### src/rtl/wb_master_if.sv
// Wishbone classic initiator: one valid/ready request becomes one bus cycle and one response.
// Latency: stb rises on the accept edge; the response is valid on the edge that samples ack/err/timeout.
// Backpressure: single outstanding; req_ready_o stays low until the response is taken by rsp_ready_i.
module wb_master_if #(
  parameter int WB_DATA_WIDTH = 32,
  parameter int WB_ADDR_WIDTH = 32,
  parameter int WB_SEL_WIDTH  = 4,
  parameter int TIMEOUT       = 255
) (
  input  logic                     clk_i,
  input  logic                     rst_n_i,
  input  logic                     req_valid_i,
  output logic                     req_ready_o,
  input  logic [WB_ADDR_WIDTH-1:0] req_addr_i,
  input  logic [WB_DATA_WIDTH-1:0] req_data_i,
  input  logic                     req_we_i,
  input  logic [WB_SEL_WIDTH-1:0]  req_sel_i,
  output logic                     rsp_valid_o,
  input  logic                     rsp_ready_i,
  output logic [WB_DATA_WIDTH-1:0] rsp_data_o,
  output logic                     rsp_err_o,
  output logic [WB_ADDR_WIDTH-1:0] wb_addr_o,
  output logic [WB_DATA_WIDTH-1:0] wb_data_o,
  output logic                     wb_we_o,
  output logic [WB_SEL_WIDTH-1:0]  wb_sel_o,
  output logic                     wb_stb_o,
  output logic                     wb_cyc_o,
  input  logic                     wb_ack_i,
  input  logic                     wb_err_i,
  input  logic [WB_DATA_WIDTH-1:0] wb_data_i,
  output logic                     busy_o
);

  // Counter must hold 0..TIMEOUT-1; keep at least one bit so TIMEOUT=0 still elaborates.
  localparam int CW = (TIMEOUT > 0) ? $clog2(TIMEOUT + 1) : 1;
  localparam int unsigned CNT_LAST_INT = (TIMEOUT > 0) ? (TIMEOUT - 1) : 0;
  localparam logic [CW-1:0] CNT_LAST = CW'(CNT_LAST_INT);

  typedef enum logic [1:0] {
    IDLE = 2'd0,
    BUS  = 2'd1,
    RESP = 2'd2
  } state_t;

  state_t                   state_q, state_d;
  logic [CW-1:0]            cnt_q, cnt_d;
  logic                     req_ready_d;
  logic                     rsp_valid_d;
  logic [WB_DATA_WIDTH-1:0] rsp_data_d;
  logic                     rsp_err_d;
  logic [WB_ADDR_WIDTH-1:0] wb_addr_d;
  logic [WB_DATA_WIDTH-1:0] wb_data_d;
  logic                     wb_we_d;
  logic [WB_SEL_WIDTH-1:0]  wb_sel_d;
  logic                     wb_stb_d;
  logic                     wb_cyc_d;
  logic                     busy_d;
  logic                     bus_done;

  // Next-state and next-output logic; every output is registered from these values.
  always_comb begin
    state_d     = state_q;
    cnt_d       = cnt_q;
    req_ready_d = req_ready_o;
    rsp_valid_d = rsp_valid_o;
    rsp_data_d  = rsp_data_o;
    rsp_err_d   = rsp_err_o;
    wb_addr_d   = wb_addr_o;
    wb_data_d   = wb_data_o;
    wb_we_d     = wb_we_o;
    wb_sel_d    = wb_sel_o;
    wb_stb_d    = wb_stb_o;
    wb_cyc_d    = wb_cyc_o;
    bus_done    = 1'b0;

    case (state_q)
      IDLE: begin
        req_ready_d = 1'b1;
        // Acceptance uses the registered ready, so the first edge after reset only raises ready.
        if (req_valid_i && req_ready_o) begin
          wb_addr_d   = req_addr_i;
          wb_data_d   = req_we_i ? req_data_i : '0;
          wb_we_d     = req_we_i;
          wb_sel_d    = req_sel_i;
          wb_cyc_d    = 1'b1;
          wb_stb_d    = 1'b1;
          req_ready_d = 1'b0;
          cnt_d       = '0;
          state_d     = BUS;
        end
      end
      BUS: begin
        if (wb_err_i) begin
          // Error takes priority over a simultaneous ack.
          bus_done   = 1'b1;
          rsp_err_d  = 1'b1;
          rsp_data_d = '0;
        end else if (wb_ack_i) begin
          bus_done   = 1'b1;
          rsp_err_d  = 1'b0;
          rsp_data_d = wb_we_o ? '0 : wb_data_i;
        end else if ((TIMEOUT != 0) && (cnt_q == CNT_LAST)) begin
          bus_done   = 1'b1;
          rsp_err_d  = 1'b1;
          rsp_data_d = '0;
        end else if (TIMEOUT != 0) begin
          cnt_d = cnt_q + 1'b1;
        end
        if (bus_done) begin
          wb_cyc_d    = 1'b0;
          wb_stb_d    = 1'b0;
          rsp_valid_d = 1'b1;
          state_d     = RESP;
        end
      end
      RESP: begin
        if (rsp_ready_i) begin
          rsp_valid_d = 1'b0;
          req_ready_d = 1'b1;
          state_d     = IDLE;
        end
      end
      default: begin
        state_d     = IDLE;
        wb_cyc_d    = 1'b0;
        wb_stb_d    = 1'b0;
        rsp_valid_d = 1'b0;
        req_ready_d = 1'b0;
      end
    endcase

    busy_d = (state_d != IDLE);
  end

  // State, counter and output registers; reset aborts any cycle without a response.
  always_ff @(posedge clk_i or negedge rst_n_i) begin
    if (!rst_n_i) begin
      state_q     <= IDLE;
      cnt_q       <= '0;
      req_ready_o <= 1'b0;
      rsp_valid_o <= 1'b0;
      rsp_data_o  <= '0;
      rsp_err_o   <= 1'b0;
      wb_addr_o   <= '0;
      wb_data_o   <= '0;
      wb_we_o     <= 1'b0;
      wb_sel_o    <= '0;
      wb_stb_o    <= 1'b0;
      wb_cyc_o    <= 1'b0;
      busy_o      <= 1'b0;
    end else begin
      state_q     <= state_d;
      cnt_q       <= cnt_d;
      req_ready_o <= req_ready_d;
      rsp_valid_o <= rsp_valid_d;
      rsp_data_o  <= rsp_data_d;
      rsp_err_o   <= rsp_err_d;
      wb_addr_o   <= wb_addr_d;
      wb_data_o   <= wb_data_d;
      wb_we_o     <= wb_we_d;
      wb_sel_o    <= wb_sel_d;
      wb_stb_o    <= wb_stb_d;
      wb_cyc_o    <= wb_cyc_d;
      busy_o      <= busy_d;
    end
  end

endmodule

### config.mk
export PLATFORM = sky130hd
export DESIGN_NAME = wb_master_if
export DESIGN_NICKNAME = d
export VERILOG_FILES = /design/src/rtl/wb_master_if.sv
export SDC_FILE = /design/constraint.sdc
export NUM_CORES = 1
export LEC_CHECK = 0
export ABC_AREA = 1
export BUFFER_PORTS_ARGS = -buffer_cell sky130_fd_sc_hd__buf_2
export CORE_AREA = 10 10 110 112
export CTS_BUF_LIST = sky130_fd_sc_hd__clkbuf_4 sky130_fd_sc_hd__clkbuf_8
export CTS_CLUSTER_DIAMETER = 50
export DETAILED_ROUTE_END_ITERATION = 6
export DIE_AREA = 0 0 120 122
export PLACE_DENSITY = 0.81
export SLEW_MARGIN = 20
export SYNTH_ARGS = -nofsm -noshare
export SYNTH_HDL_FRONTEND = slang
export SYNTH_SLANG_ARGS = --single-unit
### constraint.sdc
create_clock -name clk_i -period 2.92 [get_ports clk_i]
set_clock_uncertainty 0.05 [all_clocks]
set_input_delay 0.292 -clock clk_i [delete_from_list [all_inputs] [get_ports clk_i]]
set_output_delay 0.292 -clock clk_i [all_outputs]
set_load 0.02 [all_outputs]
# ---- Yosys cells after proc, flatten, opt, wreduce, memory -nomap -nowiden
# Cells that the tools add are included.
dict set report op_classes {
  n_addsub 1
  mul 0
  n_div 0
  n_lt_le_gt_ge 0
  n_eq_ne 9
  n_shift 0
  muxes 30
  bitwise_logic 3
  n_reduce_logical 11
}
# op n
set ops {}
lappend ops {{$mux 32} 5}
lappend ops {{$mux 8} 4}
lappend ops {{$pmux 8 s2} 1}
lappend ops {{$mux 1} 13}
lappend ops {{$ne 2x2->1 const B} 6}
lappend ops {{$pmux 1 s3} 3}
lappend ops {{$add 8x1->8 const B} 1}
lappend ops {{$eq 8x8->1 const B} 1}
lappend ops {{$mux 2} 3}
lappend ops {{$pmux 2 s3} 1}
lappend ops {{$reduce_and 2->1} 3}
lappend ops {{$reduce_and 3->1} 2}
lappend ops {{$reduce_and 5->1} 1}
lappend ops {{$reduce_bool 2->1} 2}
lappend ops {{$not 1->1} 3}
lappend ops {{$reduce_bool 3->1} 1}
lappend ops {{$eq 2x1->1 const B} 1}
lappend ops {{$eq 2x2->1 const B} 1}
lappend ops {{$logic_not 2->1} 1}
lappend ops {{$logic_and 1x1->1} 1}
dict set report word_totals {
  regBits 116
  latchBits 0
  ram_bits 0
  rom_bits 0
  in_bits 107
  output_inout_bits 107
  word_cells 66
  memories 0
}

# ---- Logic depth before layout (Yosys ltp)
dict set report logic_depth {
  ltp_word 8
  ltp_mapped 11
  ltp_nobuf 9
}

# ---- Least setup slack after synthesis
# OpenSTA, ideal clock, no wires.
dict set report synth_timing {
  path_kind {reg-to-reg}
  startpoint {reg req_ready_o}
  endpoint {reg wb_we_o}
  arrival_ns 1.373
  required_time_ns 2.753
  path_slack_ns 1.380
  stages_incl_launch_ff 8
  n_path_buf 2
  period_less_slack_ns 1.540
  cell_sequence {dfrtp_1 nand2_1 nor3_2 inv_2 buf_2 buf_2 nand2_1 nand2_1}
}
dict set report synth_between {
  elab_chain_len 2
}
# element line
set synth_rtl {}
lappend synth_rtl {{from (decl)} 13} ;# output logic req_ready_o,
lappend synth_rtl {{from (signal assigned)} 154} ;# req_ready_o <= req_ready_d;
lappend synth_rtl {{$logic_and 1x1->1} 80} ;# if (req_valid_i && req_ready_o) begin
lappend synth_rtl {{$reduce_and 2->1 (no line)} --}
lappend synth_rtl {{to (signal assigned)} 160} ;# wb_we_o <= wb_we_d;
lappend synth_rtl {{to (decl)} 24} ;# output logic wb_we_o,
# Every way passes these cells.
# A chain may end at the register's enable or synchronous reset.

# ---- Worst setup path after layout
dict set report layout_timing {
  startpoint {reg cnt_q[0]}
  endpoint {reg rsp_data_o[9]}
}
dict set report layout_between {
  elab_chain_len 3
}
# element line
set layout_rtl {}
lappend layout_rtl {{from (decl)} 46} ;# logic [CW-1:0] cnt_q, cnt_d;
lappend layout_rtl {{from (signal assigned)} 153} ;# cnt_q <= cnt_d;
lappend layout_rtl {{$eq 8x8->1} 102} ;# end else if ((TIMEOUT != 0) && (cnt_q == CNT_LAST)) begin
lappend layout_rtl {{$reduce_bool 3->1 (no line)} --}
lappend layout_rtl {{$reduce_and 2->1 (no line)} --}
lappend layout_rtl {{to (signal assigned)} 156} ;# rsp_data_o <= rsp_data_d;
lappend layout_rtl {{to (decl)} 20} ;# output logic [WB_DATA_WIDTH-1:0] rsp_data_o,
# Every way passes these cells.

==> flow_summary.toml <==
[run_status]
run_status = "complete, no violations"

[grt]
antenna_violations_before_repair = 0
globalRouteOverflowTotal = 0
grt_max_degree = 71
grt_pass1_vias = 4699
grt_usage_pct = 20.1
grt_pass1_wl_mm = 23.8

[min_path]
whs_path_depth = 3
min-delay-path-class = "in -> reg"
min_delay_worst_endpoint = "wb_addr_o[29]"
timing.hold.worst.start = "req_addr_i[29]"

[synth]
syn-mean-instance-area_sq_um = 8.61
netlist_top_cells_area = "dfrtp_1 (62%), nand2_1 (22%), nand3_1 (4.9%)"
synth_compound_gate_area_share_pct = 4.21
simple_gate_portion_of_the_synthesized_area_pct = 29.1
synthesis.area_sq_um = 4700
yosys_warnings = 0
synthesis.instances = 546
synth_top_area_share_pct = 61.8
yosys.area_share.adder_pct = 0.532
synth_top_area_cell = "dfrtp_1"
yosysSeqAreaShare_pct = 61.8
synth_fp_nets = 655
netlist-cell-type-count = 22
synth_seq_cells = 116
synth_top_family_by_area = "simple AND/OR/NAND/NOR gates"
post_synth_xor_area_fraction_pct = 0.373
synth.area.mux_share_pct = 0

[layout]
synthToLayoutAreaGrowth_pct = 39.0
insertedDiodeCount = 0
drive_above_1_share_pct = 32.0
filler_cell_count = 825
final_nets = 889
finish.utilization_pct = 65.0

[timing]
totalNegativeSetupSlack_ns = 0
clock.fmax_mhz = 463
worst_slack_ns = 0.762
timing.final.crit_period_ns = 2.16
finalSetupViolations = 0
timing_worst_slew_pin_value_ns = 1.03
post-route-period-util_pct = 73.9
maxSlewViolCount = 0
relSlewSlack_pct = 31.0
grt_setup_unrepaired = "false"
final_hold_viol_count = 0

[clock_tree]
numClockSinks = 116
cts_buffers = 17
cts_clock_pin_slew_for_the_worst_setup_and_hold_paths_ns = 0.07
cts-root-buf = "clkbuf_8"
ctsResizeCount = 0
ctsLongestPathBuffers = 2
ctsHoldBuffers = 29
ctsHtreeMaxLevel = 4
post_cts.repair.setup_buffers = 0
cts_tree = "done"
clock_latency_ns = 0.42

[floorplanning]
ioPinCount = 214
start_util_pct = 46.8
rows = 37
die_width_microns = 120
die_height_microns = 122
design.core.area_sq_um = 10000
design.die.area_sq_um = 14600

[setup_path]
regToRegSetupSlack_ns = 0.76
reg2reg_from = "cnt_q[0]"
reg2regPathDepth = 8
critical_path.endpoint_type = "flop"
crit-reg2reg-capture = "rsp_data_o[9]"
worstPathArrival_ns = 2.42
critPathRequiredTime_ns = 3.18
critPathLaunchType = "flop"
setup_crit_path_kind = "reg -> reg"
critPathMaxFanout = 68

[power]
p_per_cell_area_nw_per_um2 = 1050
peakVddDrop_v = 0.000517
leakage_power_of_the_design_nw = 3.68

[placed_design]
detailedPlace.worstSlack_ns = 0.794
place_congestion = 0.806
place.port_buffers = 213
hpwl_mm = 10.3

[flow_run]
maxCapViolCount = 0

[route]
final_antenna_net_count = 0
first_pass_iters = 5
num_vias = 4484
route.detailed.wl_per_inst_microns = 15.7
via_density_per_instance = 4.83
first_iter_violations = 347
drt_drc_violations_left = 0
postRouteWirelength_mm = 14.6
-- power breakdown --
part           total, W  switching, W  internal [W]
Combinational   0.00278       0.00193      0.000851
Sequential      0.00261      0.000360       0.00225
Clock           0.00148      0.000689      0.000790
-- cells in the mapped netlist (all sizes together) --
library cell and instances:
a21oi 1, buf 9, clkbuf 22, dfrtp 116, ha 2, inv 10, nand2 280, nand3 46
nand4 1, nor2 18, nor3 1, o21ai 37, o21bai 1, xnor2 1, xor2 1
-- flip-flops by register name (all words and copies together), names as in the netlist, 2 cells and up --
register	flops
wb_data_o	32
wb_sel_o	4
state_q	2
cnt_q	8
wb_addr_o	32
rsp_data_o	32
-- per-stage QoR --
stage / instances / hold WS, ns / area (sq um) / total power [W]
floorplan: 546 / -0.0536 / 4700 / 0.00434
global placement: 868 / 0.276 / 5840 / 0.00529
detailed placement: 868 / 0.286 / 5840 / 0.00539
CTS: 929 / 0.000735 / 6530 / 0.00692
global route: 929 / 0.0153 / 6530 / 0.00736
finish: 929 / 0.0364 / 6530 / 0.00686
-- worst max path at each step --
stage	cells past startpoint	to	slack, ns	startpoint
floorplan	7	wb_we_o	1.38	req_ready_o
global placement	8	busy_o	0.93	cnt_q[0]
detailed placement	8	rsp_data_o[20]	0.79	cnt_q[0]
CTS	8	rsp_data_o[9]	0.76	cnt_q[0]
global route	8	rsp_data_o[9]	0.52	cnt_q[0]
finish	8	rsp_data_o[9]	0.76	cnt_q[0]
-- cells in the final DEF, fill, tap and decap left out, types with 2 or more instances in the layout --
cell type      instances
nand2_1              279
buf_2                212
dfrtp_1              116
nand3_1               46
dlygate4sd3_1         29
o21ai_0               25
clkbuf_8              18
nor2_1                16
o21ai_1               12
inv_1                  9
clkinv_4               4
buf_4                  4
inv_6                  3
clkinvlp_4             3
nor2_2                 2
ha_1                   2
clkinv_2               2
bufinv_16              2
-- kinds of logic (layout without fill, tap and decap cells) --
logic type               count (synthesis)  after routing
flip-flops                             116            116
adder cells (fa/ha/maj)                  2              2
XOR/XNOR                                 2              2
AO/OA/AOI/OAI                           39             39
AND/OR/NAND/NOR                        346            346
buffers and inverters                   41            288
-- critical path: stages, from the launching register on --
cell     delay (ns)
dfrtp_1        0.43
inv_1          0.10
ha_1           0.14
nand2_1        0.05
nor2_1         0.08
nand2_1        0.07
nand2_1        0.10
nand2_2        0.58
o21ai_0        0.44
-- area by class of cell --
class / count / area, sq um / area share (%)
clock inverter: 14 / 154 / 2.36
sequential: 116 / 2900 / 44.4
tap: 136 / 170 / 2.60
timing repair buffer: 246 / 1400 / 21.5
multi-input combinational: 389 / 1620 / 24.8
inverter: 10 / 37.5 / 0.575
clock buffer: 18 / 248 / 3.79
-- routing by layer --
metal,vias up,wire (microns),GRT usage (%)
li1,2182,-,-
met1,2089,5810,22.7
met2,201,6890,31.6
met3,12,1730,10.8
met4,0,175,7.77
met5,-,0,0
Power figures use the tool's default switching activity.
